File: src/rtl/n1_irq_ctrl.sv
`default_nettype none
// ============================================================================
// Module   : n1_irq_ctrl
// Purpose  : Interrupt controller for the N1 core. Captures 16 request lines
//            in edge or level mode, masks them per line, selects the winner
//            by fixed priority above the current in-service level, issues it
//            to the flow controller over a req/ack handshake and tracks
//            nested in-service interrupts until end-of-interrupt.
// Ports    : clk_i, async_rst_i (async, active-low)
//            irq_req_i[15:0]         raw request lines
//            excpt2irq_en_i          global interrupt enable
//            cfg_mask_we_i/mode_we_i write strobes, data on cfg_dat_i
//            irq2fc_req_o/vec_o      request + vector to flow controller
//            fc2irq_ack_i/eoi_i      accept / end-of-interrupt
//            prb_*_o                 probe outputs of internal state
// Options  : N1_IRQ_SYNC_EN - two-flop synchroniser ahead of the sample
//            register for asynchronous request sources (+2 cycles latency).
// Revision : 1.0 - initial release
// ============================================================================
module n1_irq_ctrl #(
  parameter int IRQ_CNT = 16,
  parameter int VEC_W   = 4
) (
  input  logic               clk_i,
  input  logic               async_rst_i,
  input  logic [IRQ_CNT-1:0] irq_req_i,
  input  logic               excpt2irq_en_i,
  input  logic               cfg_mask_we_i,
  input  logic               cfg_mode_we_i,
  input  logic [IRQ_CNT-1:0] cfg_dat_i,
  output logic               irq2fc_req_o,
  output logic [VEC_W-1:0]   irq2fc_vec_o,
  input  logic               fc2irq_ack_i,
  input  logic               fc2irq_eoi_i,
  output logic [IRQ_CNT-1:0] prb_mask_o,
  output logic [IRQ_CNT-1:0] prb_mode_o,
  output logic [IRQ_CNT-1:0] prb_pend_o,
  output logic [IRQ_CNT-1:0] prb_isr_o,
  output logic               prb_state_o
);

  typedef enum logic [0:0] {
    ST_IDLE = 1'b0,
    ST_REQ  = 1'b1
  } state_t;

  state_t             r_state, w_state_nxt;
  logic [IRQ_CNT-1:0] r_smp, r_prev, r_mask, r_mode, r_pend, r_isr;
  logic [VEC_W-1:0]   r_vec;
  logic [IRQ_CNT-1:0] w_smp_src, w_rise, w_above, w_elig, w_isr_top;
  logic [IRQ_CNT-1:0] w_vec_oh, w_ack_clr, w_pend_nxt, w_isr_nxt;
  logic [VEC_W-1:0]   w_win;
  logic               w_load_vec, w_ack;

  // --------------------------------------------------------------------------
  // Input stage
  // --------------------------------------------------------------------------
`ifdef N1_IRQ_SYNC_EN
  logic [IRQ_CNT-1:0] r_sync1, r_sync2;

  always_ff @(posedge clk_i or negedge async_rst_i) begin
    if (!async_rst_i) begin
      r_sync1 <= '0;
      r_sync2 <= '0;
    end else begin
      r_sync1 <= irq_req_i;
      r_sync2 <= r_sync1;
    end
  end

  assign w_smp_src = r_sync2;
`else
  assign w_smp_src = irq_req_i;
`endif

  assign w_rise = r_smp & ~r_prev;

  // --------------------------------------------------------------------------
  // Priority logic: higher index wins; only lines strictly above the highest
  // in-service line may preempt.
  // --------------------------------------------------------------------------
  always_comb begin
    w_above   = '1;
    w_isr_top = '0;
    w_win     = '0;
    for (int i = 0; i < IRQ_CNT; i++) begin
      if (r_isr[i]) begin
        // Ascending scan: the last hit is the highest in-service line, and
        // clearing everything at or below each hit leaves exactly that cut.
        for (int j = 0; j < IRQ_CNT; j++) begin
          if (j <= i) w_above[j] = 1'b0;
        end
        w_isr_top    = '0;
        w_isr_top[i] = 1'b1;
      end
    end
    w_elig = r_pend & r_mask & w_above;
    for (int i = 0; i < IRQ_CNT; i++) begin
      if (w_elig[i]) w_win = VEC_W'(i);
    end
  end

  // --------------------------------------------------------------------------
  // Handshake FSM
  // --------------------------------------------------------------------------
  always_comb begin
    w_state_nxt = r_state;
    w_load_vec  = 1'b0;
    w_ack       = 1'b0;
    case (r_state)
      ST_IDLE: begin
        if (excpt2irq_en_i && (|w_elig)) begin
          w_load_vec  = 1'b1;
          w_state_nxt = ST_REQ;
        end
      end
      ST_REQ: begin
        if (fc2irq_ack_i) begin
          w_ack       = 1'b1;
          w_state_nxt = ST_IDLE;
        end else if (!excpt2irq_en_i || !w_elig[r_vec]) begin
          w_state_nxt = ST_IDLE;
        end
      end
      default: w_state_nxt = ST_IDLE;
    endcase
  end

  // --------------------------------------------------------------------------
  // Pending / in-service next state
  // --------------------------------------------------------------------------
  assign w_vec_oh  = IRQ_CNT'(1) << r_vec;
  assign w_ack_clr = w_ack ? (w_vec_oh & r_mode) : '0;

  always_comb begin
    // Edge lines: sticky, cleared by ack, a new rise wins over the clear.
    // Level lines: follow the sampled input.
    w_pend_nxt = (r_mode & ((r_pend & ~w_ack_clr) | w_rise)) | (~r_mode & r_smp);
    if (cfg_mode_we_i) begin
      w_pend_nxt = ~cfg_dat_i & r_smp;
    end

    // EOI retires the pre-ack top level, then the ack adds its own bit.
    w_isr_nxt = r_isr;
    if (fc2irq_eoi_i) w_isr_nxt = w_isr_nxt & ~w_isr_top;
    if (w_ack)        w_isr_nxt = w_isr_nxt | w_vec_oh;
  end

  always_ff @(posedge clk_i or negedge async_rst_i) begin
    if (!async_rst_i) begin
      r_smp   <= '0;
      r_prev  <= '0;
      r_mask  <= '0;
      r_mode  <= '0;
      r_pend  <= '0;
      r_isr   <= '0;
      r_vec   <= '0;
      r_state <= ST_IDLE;
    end else begin
      r_smp   <= w_smp_src;
      r_prev  <= r_smp;
      r_pend  <= w_pend_nxt;
      r_isr   <= w_isr_nxt;
      r_state <= w_state_nxt;
      if (cfg_mask_we_i) r_mask <= cfg_dat_i;
      if (cfg_mode_we_i) r_mode <= cfg_dat_i;
      if (w_load_vec)    r_vec  <= w_win;
    end
  end

  assign irq2fc_req_o = (r_state == ST_REQ);
  assign irq2fc_vec_o = r_vec;
  assign prb_mask_o   = r_mask;
  assign prb_mode_o   = r_mode;
  assign prb_pend_o   = r_pend;
  assign prb_isr_o    = r_isr;
  assign prb_state_o  = r_state;

endmodule
`default_nettype wire

File: config.mk
export PLATFORM = sky130hd
export DESIGN_NAME = n1_irq_ctrl
export DESIGN_NICKNAME = d
export VERILOG_FILES = /design/src/rtl/n1_irq_ctrl.sv
export SDC_FILE = /design/constraint.sdc
export NUM_CORES = 1
export LEC_CHECK = 0
export ABC_CLOCK_PERIOD_IN_PS = 6300
export BUFFER_PORTS_ARGS = -buffer_cell sky130_fd_sc_hd__buf_4
export CAP_MARGIN = 5
export CORE_MARGIN = 2
export CORE_UTILIZATION = 50
export CTS_BUF_LIST = sky130_fd_sc_hd__clkbuf_4 sky130_fd_sc_hd__clkbuf_8
export CTS_CLUSTER_DIAMETER = 200
export DETAILED_ROUTE_END_ITERATION = 10
export PLACE_DENSITY = 0.85
export SLEW_MARGIN = 20
export SYNTH_ARGS = -nofsm -noshare
export SYNTH_HDL_FRONTEND = slang
export SYNTH_SLANG_ARGS = --single-unit
export TNS_END_PERCENT = 10
File: constraint.sdc
create_clock -name clk_i -period 6.3 [get_ports clk_i]
set_input_delay 1.26 -clock clk_i [delete_from_list [all_inputs] [get_ports clk_i]]
set_output_delay 1.26 -clock clk_i [all_outputs]
set_load 0.01 [all_outputs]
Word-level counts from Yosys, hierarchy flattened
Cells that the tools add are included.
- shifts and indexed selects: 1
- reduce and logical (&&, ||, !) cells: 5
- bitwise gates (word level): 18
- order comparisons: 1
- mux-type cells: 60
- operators by type and width (kind ; number):
    $mux 16 ; 19
    $and 16x16->16 ; 9
    $not 16->16 ; 5
    $mux 4 ; 15
    $or 16x16->16 ; 3
    $reduce_or 16->1 ; 1
    $shl 1x4->16 const A ; 1
    $mux 15 ; 1
    $mux 14 ; 1
    $mux 13 ; 1
    $mux 12 ; 1
    $mux 11 ; 1
    $mux 1 ; 10
    $mux 10 ; 1
    $mux 9 ; 1
    $mux 8 ; 1
    $mux 7 ; 1
    $mux 6 ; 1
    $lt 4x5->1 const B ; 1
    $mux 5 ; 1
    $bmux 1 s4 ; 1
    $mux 2 ; 2
    $mux 3 ; 1
    $logic_not 1->1 ; 2
    other kinds (4) ; 4
- register bits after elaboration: 101
- logic and storage cells: 93
- bits of input ports: 39

Logic depth before layout (Yosys ltp)
- word-level depth: 32
- depth in mapped cells: 7

Least setup slack after synthesis
No wires, ideal clock.
- kind: input-to-reg
- start point: input port cfg_mask_we_i
- end point: register r_mask[10] (netlist: prb_mask_o[10])
- stages: 3
- required time: 6.175 ns
- buffers on the path: 2
- slack: 3.954 ns
- data arrival time: 2.221 ns
- cell sequence: clkbuf_1 -> clkbuf_1 -> mux2_2
- RTL lines (what ; RTL line ; text):
    start: declaration ; 28 ; input logic cfg_mask_we_i,
    end signal: assignment ; 165 ; if (cfg_mask_we_i) r_mask <= cfg_dat_i;
    end: declaration ; 48 ; logic [IRQ_CNT-1:0] r_smp, r_prev, r_mask, r_mode, r_pend, r_isr;
No word-level cell between the ends.

Final worst setup path
- start point: register r_vec[0] (netlist: irq2fc_vec_o[0])
- end point: output port irq2fc_vec_o[0]
- RTL lines (what ; RTL line ; text):
    start: declaration ; 49 ; logic [VEC_W-1:0] r_vec;
    start signal: assignment ; 167 ; if (w_load_vec) r_vec <= w_win;
    end: declaration ; 32 ; output logic [VEC_W-1:0] irq2fc_vec_o,
No word-level cell between the ends.

==> results.txt <==
Seq cells post-synth = 101
most used flip-flop cell after synthesis = sky130_fd_sc_hd__dfrtp_1
post-cts hold buffer count = 0
H-tree level count = 3
count of synthesis-stage warnings from yosys = 0
clock latency reported for the late side of the worst-skew pair = 0.35 ns
number of standard-cell rows in the floorplan = 33
final count of negative-setup-slack endpoints = 0
initial antenna violation count = 0
number of enable flip-flop cells after synthesis = 0
share of layout cells above drive strength 1 = 0.3665
Die W = 96.59 um
Avg Inst Size Synth = 11.59 sq um
global route overflow = 0
flip-flop and latch area = 2527 sq um
transition time at the pin with the least slew margin = 0.7282 ns
synthesized cell area = 4287 sq um
total count of hold-check failures in the final report = 0
number of buffers created by CTS = 9
routability-driven placement congestion ratio = 0.8762
setup TNS = 0 ns
number of buffer cells added on primary ports = 108
clock tree from TritonCTS = done
count of vias placed by the detailed router = 3,415
crit path max fanout = 16
critical-path cell list = buf_4
Final WS setup = 3.736 ns
die boundary height = 96.59 um
part of the Yosys area used for sequential elements = 0.5896
post-detailed-route count of antenna-violating nets = 0
nets = 517
required time of the critical path = 5.04 ns
Slowest Stage Delay on Critical Path = 0.72 ns
element type at the critical path start = register
First DRT Iteration DRCs = 167
number of sinks driven by the clock tree = 101
Maximum Capacitance Violations = 0
standard cell core area = 8258 sq um
kind of path behind the tightest hold check = reg -> reg
count of unresolved DRC violations after routing = 0
area of combinational cells with multiple inputs = 1657 sq um
DRT Wirelength = 10,600 um
DR WL/cell = 18.02 um
worst path bufs/invs = 1
Clk Tree Root Cell = sky130_fd_sc_hd__clkbuf_8
largest area contributor in the netlist = sky130_fd_sc_hd__dfrtp_1
final critical delay including setup and external delays = 2.564 ns
leading cell types by total area after synthesis = sky130_fd_sc_hd__dfrtp_1 59%, sky130_fd_sc_hd__mux2_2 8.9%, sky130_fd_sc_hd__nand2_1 7.0%
result of the run = finished clean
post-synthesis cell type count = 52
post-CTS setup-driven buffer insertion count = 0
achievable clock frequency = 390.0 MHz
Slew HR = 0.5105
Worst Setup End Kind = output port
PD cells = 342.3 nW/um^2
gr usage total = 0.2393
post-synth net total = 409
number of pins with negative max-slew slack in the final report = 0
Slowest-stage cell, CP = sky130_fd_sc_hd__dfrtp_1
floorplan die area = 9330 sq um
IO Pins = 109
Crit Path Class = reg -> out
router iterations before antenna repair = 5
layout overhead on the synthesized area = 25.31%
Antenna Cells = 0
crit share post-route = 0.4070
Worst IR Drop VDD = 187.1 uV
reported leakage power = 0.002551 uW
Post-Synthesis Cells = 370
CTS max path bufs = 2
Synth async-reset ratio = 1.000
arrival time reported for the critical path endpoint = 1.30 ns
summed area of non-filler cells in the final layout = 5371 sq um
Filler Cells Inserted = 664
post-route total power = 1839 uW
global-route wire length before repair = 16,850 um
vias in the first global route = 3,389
unrepaired setup endpoints after global routing = no
post-DP HPWL = 7588 um
worst hold margin = 0.4051 ns
Yosys top cell area share = 0.5896
cell family with most CP delay = flip-flops
DR vias/cell = 5.808
placement-stage worst setup slack = 3.701 ns
CTS clk-pin slew, worst paths = 0.09 ns
Cell Area, Placed = 5156 sq um
number of gates resized after CTS = 0
clock skew after layout = 0.01195 ns
largest net degree at the start of global routing = 58
effective utilization at floorplan = 0.5191
registers in the layout, summed over array words and instances (netlist names):
signal        count
irq2fc_vec_o      4
prb_mode_o       16
prb_isr_o        16
prb_pend_o       16
irq2fc_req_o      1
r_prev           16
prb_mask_o       16
r_smp            16
layer usage:
layer  routed length [um]  share of wire  vias up  track usage
li1                     -              -     1573            -
met1                 4562           0.43     1704       0.3181
met2                 5302           0.50      128       0.3981
met3                  598          0.056       10      0.03724
met4                  131          0.012        0      0.09155
met5                    0              0        -            0
area by class of cell:
class                           count  share of cell area
Clock buffer                       13             0.03215
Clock inverter                      3            0.007920
Inverter                            6            0.004193
Multi-Input combinational cell    251              0.3084
Sequential cell                   101              0.4705
Tap cell                          105             0.02446
Timing Repair Buffer              109              0.1523
cell usage in the layout (no fill, tap or decap), types with 3 or more instances in the layout:
cell type / Yosys / routed
sky130_fd_sc_hd__nor2b_1: 3 / 3
sky130_fd_sc_hd__or3_1: 3 / 3
sky130_fd_sc_hd__nand2_1: 80 / 80
sky130_fd_sc_hd__o31ai_1: 4 / 4
sky130_fd_sc_hd__a32oi_1: 15 / 15
sky130_fd_sc_hd__o21ai_0: 15 / 15
sky130_fd_sc_hd__inv_1: 6 / 6
sky130_fd_sc_hd__dfrtp_1: 101 / 101
sky130_fd_sc_hd__a31oi_1: 3 / 3
sky130_fd_sc_hd__o22ai_1: 17 / 17
sky130_fd_sc_hd__nor2_1: 8 / 8
sky130_fd_sc_hd__a21oi_1: 5 / 5
sky130_fd_sc_hd__nor3_1: 7 / 7
sky130_fd_sc_hd__nand3b_1: 3 / 3
sky130_fd_sc_hd__mux2_2: 34 / 34
sky130_fd_sc_hd__clkbuf_8: 2 / 12
sky130_fd_sc_hd__nor4_1: 3 / 3
sky130_fd_sc_hd__buf_4: 2 / 109
sky130_fd_sc_hd__nand3_1: 15 / 15
Yosys cell counts, types with 2 or more instances:
| library cell | count |
|---|---|
| sky130_fd_sc_hd__o211ai_1 | 2 |
| sky130_fd_sc_hd__clkbuf_8 | 2 |
| sky130_fd_sc_hd__clkbuf_1 | 6 |
| sky130_fd_sc_hd__a31oi_1 | 3 |
| sky130_fd_sc_hd__nand3b_1 | 3 |
| sky130_fd_sc_hd__dfrtp_1 | 101 |
| sky130_fd_sc_hd__nand2_1 | 80 |
| sky130_fd_sc_hd__buf_4 | 2 |
| sky130_fd_sc_hd__nand4_1 | 2 |
| sky130_fd_sc_hd__nand3_1 | 15 |
| sky130_fd_sc_hd__a32oi_1 | 15 |
| sky130_fd_sc_hd__a21oi_1 | 5 |
| sky130_fd_sc_hd__and4bb_2 | 2 |
| sky130_fd_sc_hd__or4_4 | 2 |
| sky130_fd_sc_hd__nor2_1 | 8 |
| sky130_fd_sc_hd__or3_1 | 3 |
| sky130_fd_sc_hd__nand2b_1 | 2 |
| sky130_fd_sc_hd__inv_1 | 6 |
| sky130_fd_sc_hd__o22ai_1 | 17 |
| sky130_fd_sc_hd__o31ai_1 | 4 |
| sky130_fd_sc_hd__nor4_1 | 3 |
| sky130_fd_sc_hd__nor2b_1 | 3 |
| sky130_fd_sc_hd__or2b_2 | 2 |
| sky130_fd_sc_hd__o21ai_0 | 15 |
| sky130_fd_sc_hd__mux2_2 | 34 |
| sky130_fd_sc_hd__nor3_1 | 7 |
cells by family after synthesis:
kind of cell	after synthesis	synth area share
simple gates	141	0.1635
mux	35	0.09457
flops	101	0.5896
compound gates	75	0.1284
buf+inv	18	0.02393
path summary, 6_finish.rpt:
check | from | endpoint | slack [ns] | cells past startpoint
worst max-delay path | irq2fc_vec_o[0]$_DFFE_PN0P_ | irq2fc_vec_o[0] | 3.74 | 1
worst min-delay path | r_smp[14]$_DFF_PN0_ | r_prev[14]$_DFF_PN0_ | 0.41 | 0
worst max register to register | prb_isr_o[15]$_DFF_PN0_ | prb_isr_o[0]$_DFF_PN0_ | 3.77 | 5
worst min register to register | r_smp[14]$_DFF_PN0_ | r_prev[14]$_DFF_PN0_ | 0.41 | 0
max in group asynchronous | async_rst_i | prb_isr_o[5]$_DFF_PN0_ | 4.26 | 2
min in group asynchronous | async_rst_i | prb_mask_o[4]$_DFFE_PN0P_ | 0.90 | 1
per-stage QoR:
step	cells	util
6_report	588	0.6505
3_5_place_dp	572	0.6244
5_1_grt	588	0.6505
3_3_place_gp	572	0.6244
4_1_cts	588	0.6505
2_1_floorplan	370	-
report_power, final:
group | leakage [uW] | internal [uW] | switching, uW
logic | 0.00121 | 263 | 308
clock network | 0.000109 | 220 | 211
registers | 0.00123 | 721 | 116
total | 0.00255 | 1200 | 634
Note: power is estimated with default switching activity, not from simulation.
